<file path="src/rtl/arm_mem_pkg.sv">
// Shared types and constants for the unified memory port arbiter.
// Imported by the arbiter top and its timeout counter.
package arm_mem_pkg;

  typedef enum logic [1:0] {
    IDLE    = 2'd0,
    BUSY_IF = 2'd1,
    BUSY_D  = 2'd2,
    DROP    = 2'd3
  } arb_state_e;

  localparam logic [1:0] SZ_BYTE = 2'b00;
  localparam logic [1:0] SZ_HALF = 2'b01;
  localparam logic [1:0] SZ_WORD = 2'b10;

  localparam int DEF_ADDR_W       = 32;
  localparam int DEF_DATA_W       = 32;
  localparam int DEF_MAX_D_STREAK = 4;
  localparam int DEF_TIMEOUT      = 64;

endpackage

</file>
<file path="src/rtl/mem_arb_timer.sv">
// Cycle counter for an outstanding memory request.
// Cleared on grant; expired flags the last allowed request cycle.
module mem_arb_timer
  import arm_mem_pkg::*;
#(
  parameter int TIMEOUT = DEF_TIMEOUT
) (
  input  logic clk,
  input  logic rst,
  input  logic clr,
  input  logic en,
  output logic expired
);

  localparam int CW = $clog2(TIMEOUT + 1);

  logic [CW-1:0] cnt;

  always_ff @(posedge clk or posedge rst) begin
    if (rst) begin
      cnt <= '0;
    end else if (clr) begin
      cnt <= '0;
    end else if (en) begin
      cnt <= cnt + CW'(1);
    end
  end

  // cnt holds completed request cycles, so this is cycle TIMEOUT
  assign expired = en & (cnt == CW'(TIMEOUT - 1));

endmodule

</file>
<file path="src/rtl/mem_port_arbiter.sv">
// Unified memory port arbiter: fetch vs data access.
// Data-first with a bounded streak, flush drop and sticky timeout.
module mem_port_arbiter
  import arm_mem_pkg::*;
#(
  parameter int ADDR_W       = DEF_ADDR_W,
  parameter int DATA_W       = DEF_DATA_W,
  parameter int MAX_D_STREAK = DEF_MAX_D_STREAK,
  parameter int TIMEOUT      = DEF_TIMEOUT
) (
  input  logic              clk,
  input  logic              rst,
  input  logic              if_req,
  input  logic [ADDR_W-1:0] if_addr,
  input  logic              if_flush,
  output logic [DATA_W-1:0] if_rdata,
  output logic              if_ready,
  output logic              if_stall,
  input  logic              d_req,
  input  logic              d_we,
  input  logic [1:0]        d_size,
  input  logic [ADDR_W-1:0] d_addr,
  input  logic [DATA_W-1:0] d_wdata,
  output logic [DATA_W-1:0] d_rdata,
  output logic              d_ready,
  output logic              d_stall,
  output logic              mem_req,
  output logic              mem_we,
  output logic [1:0]        mem_size,
  output logic [ADDR_W-1:0] mem_addr,
  output logic [DATA_W-1:0] mem_wdata,
  input  logic [DATA_W-1:0] mem_rdata,
  input  logic              mem_ack,
  output logic              err
);

  localparam int SW = $clog2(MAX_D_STREAK + 1);

  arb_state_e    state;
  arb_state_e    state_d;
  logic [SW-1:0] streak;
  logic          if_rdy_q;
  logic          d_rdy_q;
  logic          i_ok;
  logic          d_ok;
  logic          at_cap;
  logic          done;
  logic          expired;
  logic          gnt_d;
  logic          gnt_i;
  logic          fin_if;
  logic          fin_d;
  logic          set_err;

  assign mem_req = (state != IDLE);

  // a requester whose ready is high is still showing a served req
  assign i_ok   = if_req & ~if_rdy_q;
  assign d_ok   = d_req & ~d_rdy_q;
  assign at_cap = (streak == SW'(MAX_D_STREAK));
  assign done   = mem_ack | expired;

  mem_arb_timer #(
    .TIMEOUT (TIMEOUT)
  ) u_timer (
    .clk     (clk),
    .rst     (rst),
    .clr     (gnt_d | gnt_i),
    .en      (mem_req),
    .expired (expired)
  );

  always_ff @(posedge clk or posedge rst) begin
    if (rst) begin
      state <= IDLE;
    end else begin
      state <= state_d;
    end
  end

  always_comb begin
    state_d = state;
    unique case (state)
      IDLE: begin
        if (gnt_d) begin
          state_d = BUSY_D;
        end else if (gnt_i) begin
          state_d = BUSY_IF;
        end
      end
      BUSY_IF: begin
        if (done) begin
          state_d = IDLE;
        end else if (if_flush) begin
          state_d = DROP;
        end
      end
      BUSY_D, DROP: begin
        if (done) begin
          state_d = IDLE;
        end
      end
      default: state_d = IDLE;
    endcase
  end

  always_comb begin
    gnt_d  = 1'b0;
    gnt_i  = 1'b0;
    fin_if = 1'b0;
    fin_d  = 1'b0;
    unique case (1'b1)
      (state == IDLE): begin
        gnt_d = d_ok & ~(at_cap & i_ok);
        gnt_i = ~gnt_d & i_ok & ~if_flush;
      end
      (state == BUSY_IF): fin_if = done & ~if_flush;
      (state == BUSY_D):  fin_d  = done;
      default: ;
    endcase
    set_err = mem_req & expired & ~mem_ack;
  end

  always_ff @(posedge clk or posedge rst) begin
    if (rst) begin
      mem_we    <= 1'b0;
      mem_size  <= 2'b00;
      mem_addr  <= '0;
      mem_wdata <= '0;
    end else if (gnt_d) begin
      mem_we    <= d_we;
      mem_size  <= d_size;
      mem_addr  <= d_addr;
      mem_wdata <= d_wdata;
    end else if (gnt_i) begin
      mem_we    <= 1'b0;
      mem_size  <= SZ_WORD;
      mem_addr  <= if_addr;
      mem_wdata <= '0;
    end
  end

  always_ff @(posedge clk or posedge rst) begin
    if (rst) begin
      streak <= '0;
    end else if (gnt_d) begin
      if (!i_ok) begin
        streak <= '0;
      end else if (!at_cap) begin
        streak <= streak + SW'(1);
      end
    end else if (gnt_i) begin
      streak <= '0;
    end
  end

  always_ff @(posedge clk or posedge rst) begin
    if (rst) begin
      if_rdy_q <= 1'b0;
      d_rdy_q  <= 1'b0;
      if_rdata <= '0;
      d_rdata  <= '0;
      err      <= 1'b0;
    end else begin
      if_rdy_q <= fin_if;
      d_rdy_q  <= fin_d;
      if (fin_if) begin
        if_rdata <= mem_ack ? mem_rdata : '0;
      end
      // stores keep the previous load data
      if (fin_d && (!mem_ack || !mem_we)) begin
        d_rdata <= mem_ack ? mem_rdata : '0;
      end
      if (set_err) begin
        err <= 1'b1;
      end
    end
  end

  assign if_ready = if_rdy_q & ~if_flush;
  assign d_ready  = d_rdy_q;
  assign if_stall = if_req & ~if_ready & ~rst;
  assign d_stall  = d_req & ~d_ready & ~rst;

endmodule

</file>
<file path="config.mk">
export PLATFORM = sky130hd
export DESIGN_NAME = mem_port_arbiter
export DESIGN_NICKNAME = d
export VERILOG_FILES = /design/src/rtl/arm_mem_pkg.sv /design/src/rtl/mem_arb_timer.sv /design/src/rtl/mem_port_arbiter.sv
export SDC_FILE = /design/constraint.sdc
export NUM_CORES = 1
export LEC_CHECK = 0
export ABC_AREA = 1
export BUFFER_PORTS_ARGS = -buffer_cell sky130_fd_sc_hd__buf_2
export CORE_UTILIZATION = 30
export CTS_BUF_LIST = sky130_fd_sc_hd__clkbuf_8
export CTS_CLUSTER_SIZE = 20
export DETAILED_ROUTE_END_ITERATION = 6
export PLACE_DENSITY = 0.61
export RECOVER_POWER = 50
export SETUP_SLACK_MARGIN = 0.02
export SLEW_MARGIN = 0
export SYNTH_ARGS = -nofsm -noshare
export SYNTH_HDL_FRONTEND = slang
export SYNTH_SLANG_ARGS = --single-unit
</file>
<file path="constraint.sdc">
create_clock -name clk -period 5.05 [get_ports clk]
set_clock_uncertainty 0.1 [all_clocks]
set_input_delay 0.505 -clock clk [delete_from_list [all_inputs] [get_ports clk]]
set_output_delay 0.505 -clock clk [all_outputs]
set_load 0.05 [all_outputs]
</file>
# ---- Word-level counts from Yosys, hierarchy flattened
# Index checks and enable logic that the tools add are counted.
dict set report totals {
  regBits 146
  out_inout_bits 137
  word_cells 83
}
dict set report op_classes {
  n_addsub 2
  n_eq_ne 9
  mux 25
  bitwise_logic 24
  reduce_logical 11
}
# cell n
set ops {}
lappend ops {{2-to-1 mux 32 bit} 5}
lappend ops {{AND 1 bit} 14}
lappend ops {{2-to-1 mux 2 bit} 7}
lappend ops {{2-to-1 mux 7 bit} 2}
lappend ops {{2-to-1 mux 3 bit} 4}
lappend ops {{inequality test 3 bit, second input constant} 3}
lappend ops {{NOT 1 bit} 8}
lappend ops {{adder 7 x 1 -> 7 bit, second input constant} 1}
lappend ops {{equality test 7 x 6 -> 1 bit, second input constant} 1}
lappend ops {{2-to-1 mux 1 bit} 6}
lappend ops {{case mux 2 bit (3 select lines)} 1}
lappend ops {{nonzero test 2 bit} 3}
lappend ops {{equality test 2 bit, second input constant} 2}
lappend ops {{adder 3 x 1 -> 3 bit, second input constant} 1}
lappend ops {{equality test 3 bit, second input constant} 1}
lappend ops {{AND reduction 3 bit} 1}
lappend ops {{equality test 2 x 1 -> 1 bit, second input constant} 1}
lappend ops {{zero test 1 bit} 2}
lappend ops {{zero test 2 bit} 1}
lappend ops {{inequality test 2 bit, second input constant} 1}
lappend ops {{bitwise OR 1 bit} 2}
lappend ops {{AND reduction 2 bit} 1}
lappend ops {{OR reduction 2 bit} 1}
lappend ops {{logical AND 1 bit} 1}
lappend ops {{logical OR 1 bit} 1}

# ---- Longest topological paths before layout
dict set report depth {
  word_depth 12
  mapped_depth 12
  depth_no_buf 11
}

# ---- Modules after synthesis
# A second synthesis with hierarchy kept.
dict set report hier_totals {
  cells_unflattened 748
  area_unflattened_um2 6443.7
}
# module instances cells_each area_per_inst_um2 seq_area_each_um2
set by_module_without_submodules {}
lappend by_module_without_submodules {mem_port_arbiter 1 698 6054.6 3478.3}
lappend by_module_without_submodules {mem_arb_timer 1 50 389.1 175.2}

# ---- Least setup slack after synthesis
# Ideal clock, no wire load.
dict set report synth_path {
  path_kind {input-to-output}
  start {input port if_flush}
  end {output port if_stall}
  arrival_time_ns 1.813
  required_ns 4.445
  setup_slack_ns 2.632
  path_stages 2
  cell_sequence {nor2_1 -> nor3_1}
}
dict set report synth_between {
  elab_chain_len 5
}
# element line_no
set synth_lines {}
lappend synth_lines {{start: declaration} mem_port_arbiter.sv:15} ;# input logic if_flush,
lappend synth_lines {{NOT 1 bit} mem_port_arbiter.sv:180} ;# assign if_ready = if_rdy_q & ~if_flush;
lappend synth_lines {{AND 1 bit} mem_port_arbiter.sv:180}
lappend synth_lines {{NOT 1 bit} mem_port_arbiter.sv:182} ;# assign if_stall = if_req & ~if_ready & ~rst;
lappend synth_lines {{AND 1 bit (2 in series)} mem_port_arbiter.sv:182}
lappend synth_lines {{end: declaration} mem_port_arbiter.sv:18} ;# output logic if_stall,
# No other way between the ends.

# ---- Final worst setup path
dict set report layout_path {
  start {register streak[0]}
  end {register mem_addr[22]}
}
dict set report layout_between {
  elab_chain_len 9
}
# element line_no
set layout_lines {}
lappend layout_lines {{start: declaration} mem_port_arbiter.sv:41} ;# logic [SW-1:0] streak;
lappend layout_lines {{start signal: assignment} mem_port_arbiter.sv:150} ;# streak <= streak + SW'(1);
lappend layout_lines {{equality test 3 bit (*)} mem_port_arbiter.sv:60} ;# assign at_cap = (streak == SW'(MAX_D_STREAK));
lappend layout_lines {{AND 1 bit (*)} mem_port_arbiter.sv:114} ;# gnt_d = d_ok & ~(at_cap & i_ok);
lappend layout_lines {{NOT 1 bit (*)} mem_port_arbiter.sv:114}
lappend layout_lines {{AND 1 bit (*)} mem_port_arbiter.sv:114}
lappend layout_lines {{NOT 1 bit} mem_port_arbiter.sv:115} ;# gnt_i = ~gnt_d & i_ok & ~if_flush;
lappend layout_lines {{AND 1 bit (2 in series)} mem_port_arbiter.sv:115}
lappend layout_lines {{2-to-1 mux 1 bit} mem_port_arbiter.sv:112} ;# unique case (1'b1)
lappend layout_lines {{nonzero test 2 bit (no line)} n/a}
lappend layout_lines {{end signal: assignment} mem_port_arbiter.sv:133} ;# mem_addr <= d_addr;
lappend layout_lines {{end signal: assignment} mem_port_arbiter.sv:138} ;# mem_addr <= if_addr;
lappend layout_lines {{end: declaration} mem_port_arbiter.sv:30} ;# output logic [ADDR_W-1:0] mem_addr,
# Mark *: on every way between the ends. The rest lies on a longest branch, timed or not.
# A chain may end at the register's enable or synchronous reset.

==> impl_metrics.env <==
export IMPL_status="finished with violations"
export IMPL_failed_checks="capacitance limit, slew limit"
export IMPL_yosysTopAreaCell="dfrtp_1"
export IMPL_crit_top_cell="nand2_1"
export IMPL_synthArstFlopShare_pct=100
export IMPL_worstSkewPairLatency_ps=440
export IMPL_worst_pin_slew_ps=2450
export IMPL_utilization_pct=39.2
export IMPL_row_count=52
export IMPL_wire_per_inst_um=14.1
export IMPL_synth_nets=807
export IMPL_yosysTopAreaCellShare_pct=58.6
export IMPL_r2r_slack_ps=1870
export IMPL_core_um2=20300
export IMPL_drtIter0Drc=296
export IMPL_worstPathRequired_ps=5320
export IMPL_hold_violations=0
export IMPL_portBuffers=273
export IMPL_drive_gt1_share_pct=30.8
export IMPL_setup_viol=0
export IMPL_min_from="d_wdata[13]"
export IMPL_synth_area_um2=6230
export IMPL_die_h_um=146
export IMPL_synth_avg_cell_area_um2=9.34
export IMPL_cts_tree="yes"
export IMPL_cts_clk_slew_worst_paths_ps=90
export IMPL_antenna_cells=0
export IMPL_root_buffer="clkbuf_8"
export IMPL_io_pins=274
export IMPL_max_slew_margin_rel_pct=-63.4
export IMPL_setup_tns_ps=0
export IMPL_critPathMaxFanout=46
export IMPL_worstSetupPathType="reg -> reg"
export IMPL_worstReg2RegEnd="mem_addr[22]$_DFFE_PP0N_"
export IMPL_gp_congestion=0.798
export IMPL_ys_types=27
export IMPL_postCtsHoldBufs=0
export IMPL_ctsResizeCount=0
export IMPL_ys_flop_type="dfrtp_1"
export IMPL_antenna_found_initial=0
export IMPL_arrival_ps=3450
export IMPL_yosysSeqAreaShare_pct=58.6
export IMPL_nNetsFinal=1066
export IMPL_drv_cap=1
export IMPL_drt_total_wl_um=17000
export IMPL_synth_edf_count=0
export IMPL_drv_slew=113
export IMPL_critPathSlowestCell="inv_2"
export IMPL_rsz0062_at_grt="false"
export IMPL_whs_path_depth=3
export IMPL_end_kind="flip-flop"
export IMPL_fmax_ghz=0.314
export IMPL_peakVddDrop_uv=322
export IMPL_yosys_top_cells_area="dfrtp_1 (59%), nand2_1 (15%), o21ai_2 (6.5%)"
export IMPL_r2r_start="streak[0]$_DFFE_PP0P_"
export IMPL_grt_usage_pct=16.1
export IMPL_leakagePower_nw=4.08
export IMPL_cts_buffer_depth=2
export IMPL_whs_endpoint="mem_wdata[13]$_DFFE_PP0N_"
export IMPL_power_mw=6.03
export IMPL_synth_common_cells="nand2_1 (253), dfrtp_1 (146), o21ai_0 (63)"
export IMPL_fin_cells=1209
export IMPL_areaGrowthSynthToFinish_pct=27.8
export IMPL_worstSetupStartpointType="flip-flop"
export IMPL_grt_pass1_vias=5297
export IMPL_cp_num_buf_inv=4
export IMPL_finalCritPeriodShare_pct=63.0
export IMPL_drc=0
export IMPL_grt_overflow_total=0
export IMPL_via_count=5447
export IMPL_cts_buffers=17
export IMPL_r2r_cells=11
export IMPL_via_per_inst=4.51
export IMPL_path_delay_family="buffers and inverters"
export IMPL_worstPathCellList="inv_1, ha_1, nand2_1, inv_1, nand2_1, nand3_4, nand2_2, inv_2, buf_4, nand2_1, o21ai_1"
export IMPL_syn_inst=667
export IMPL_start_util_pct=30.7
export IMPL_fin_hold_ws_ps=164
export IMPL_synth_most_common_cell="nand2_1"
export IMPL_dieWidth_um=146
export IMPL_cts_sinks=146
export IMPL_hold_class="in -> reg"
export IMPL_first_pass_iters=4
export IMPL_post_cts_buffers=0
export IMPL_die_area_um2=21300
export IMPL_htreeDepth=4
export IMPL_grt_pass1_wl_um=27200
export IMPL_synth_seq_cells=146
export IMPL_hpwl_um=11800
export IMPL_power_density_nw_per_um2=758
export IMPL_dp_cells=1177
export IMPL_ant_nets=0
export IMPL_period_minus_slack_ps=3180
export IMPL_yosysWarnings=0
export IMPL_slowest_delay_ps=780
export IMPL_grt_max_degree=113
==> stage by stage <==
step                      setup slack, ps  area (µm²)
after floorplan                       522        6230
after global placement               1670        7700
after detailed placement             1580        7700
after CTS                            1780        8070
after global routing                 1530        7960
final                                1870        7960
==> power breakdown <==
| group | total [mW] | leakage, nW | internal (mW) | switching, mW |
|---|---|---|---|---|
| Clock | 0.891 | 0.192 | 0.409 | 0.482 |
| Combinational | 3.20 | 2.02 | 0.634 | 2.57 |
| Sequential | 1.94 | 1.87 | 1.66 | 0.281 |
==> kinds of logic after synthesis <==
kind of cell	after synthesis	synth area share, %
simple gates	320	20.7
flops	146	58.6
compound gates	139	14.1
buf+inv	57	5.64
fa+ha+maj	3	0.603
xor+xnor	2	0.281
==> layout make-up <==
| type | instances | area (µm²) |
|---|---|---|
| Inverter | 19 | 75.1 |
| Clock inverter | 14 | 129 |
| Timing Repair Buffer | 278 | 1310 |
| Sequential cell | 146 | 3650 |
| Fill cell | 2129 | 12300 |
| Tap cell | 270 | 338 |
| Multi-Input combinational cell | 464 | 2210 |
| Clock buffer | 18 | 248 |
==> cell usage in the layout (no fill, tap or decap), drive strengths merged <==
cell type / Yosys / layout
nor2: 45 / 45
a21oi: 4 / 4
bufinv: 0 / 1
buf: 29 / 203
nand3: 11 / 11
xor2: 1 / 1
clkinv: 0 / 5
clkbuf: 9 / 93
nor3: 3 / 3
nand4: 3 / 3
nor3b: 1 / 1
o22a: 1 / 1
ha: 3 / 3
inv: 19 / 24
o21bai: 2 / 2
clkinvlp: 0 / 3
o21ai: 132 / 132
xnor2: 1 / 1
dfrtp: 146 / 146
nand2: 257 / 257
==> tightest hold or removal path, stage by stage <==
cell and delay, ps:
buf_2 70, nand2_1 40, nand2_1 50
==> sequential cells by signal, indices dropped and copies added (netlist names) <==
name and flops:
streak 3, mem_size 2, state 2, if_rdata 32, u_timer.cnt 7, mem_wdata 32, mem_we 1, if_rdy_q 1
d_rdata 32, err 1, mem_addr 32, d_ready 1
==> worst max-delay path by stage <==
stage,slack (ps),end,cells past startpoint,from
global placement,1670,mem_addr[18]$_DFFE_PP0N_,10,if_req
CTS,1780,mem_addr[22]$_DFFE_PP0N_,11,streak[0]$_DFFE_PP0P_
global route,1530,mem_addr[19]$_DFFE_PP0N_,11,streak[0]$_DFFE_PP0P_
detailed placement,1580,mem_addr[22]$_DFFE_PP0N_,10,if_req
finish,1870,mem_addr[22]$_DFFE_PP0N_,11,streak[0]$_DFFE_PP0P_
floorplan,520,d_rdata[0]$_DFFE_PP0P_,1,rst
==> layer usage <==
metal | track usage (%) | share of wire (%)
met1 | 20.2 | 43
met2 | 26.8 | 50
met5 | 0 | 0
met3 | 4.66 | 5.8
met4 | 4.90 | 1.3
No activity file was read; power rests on OpenSTA's default activity.
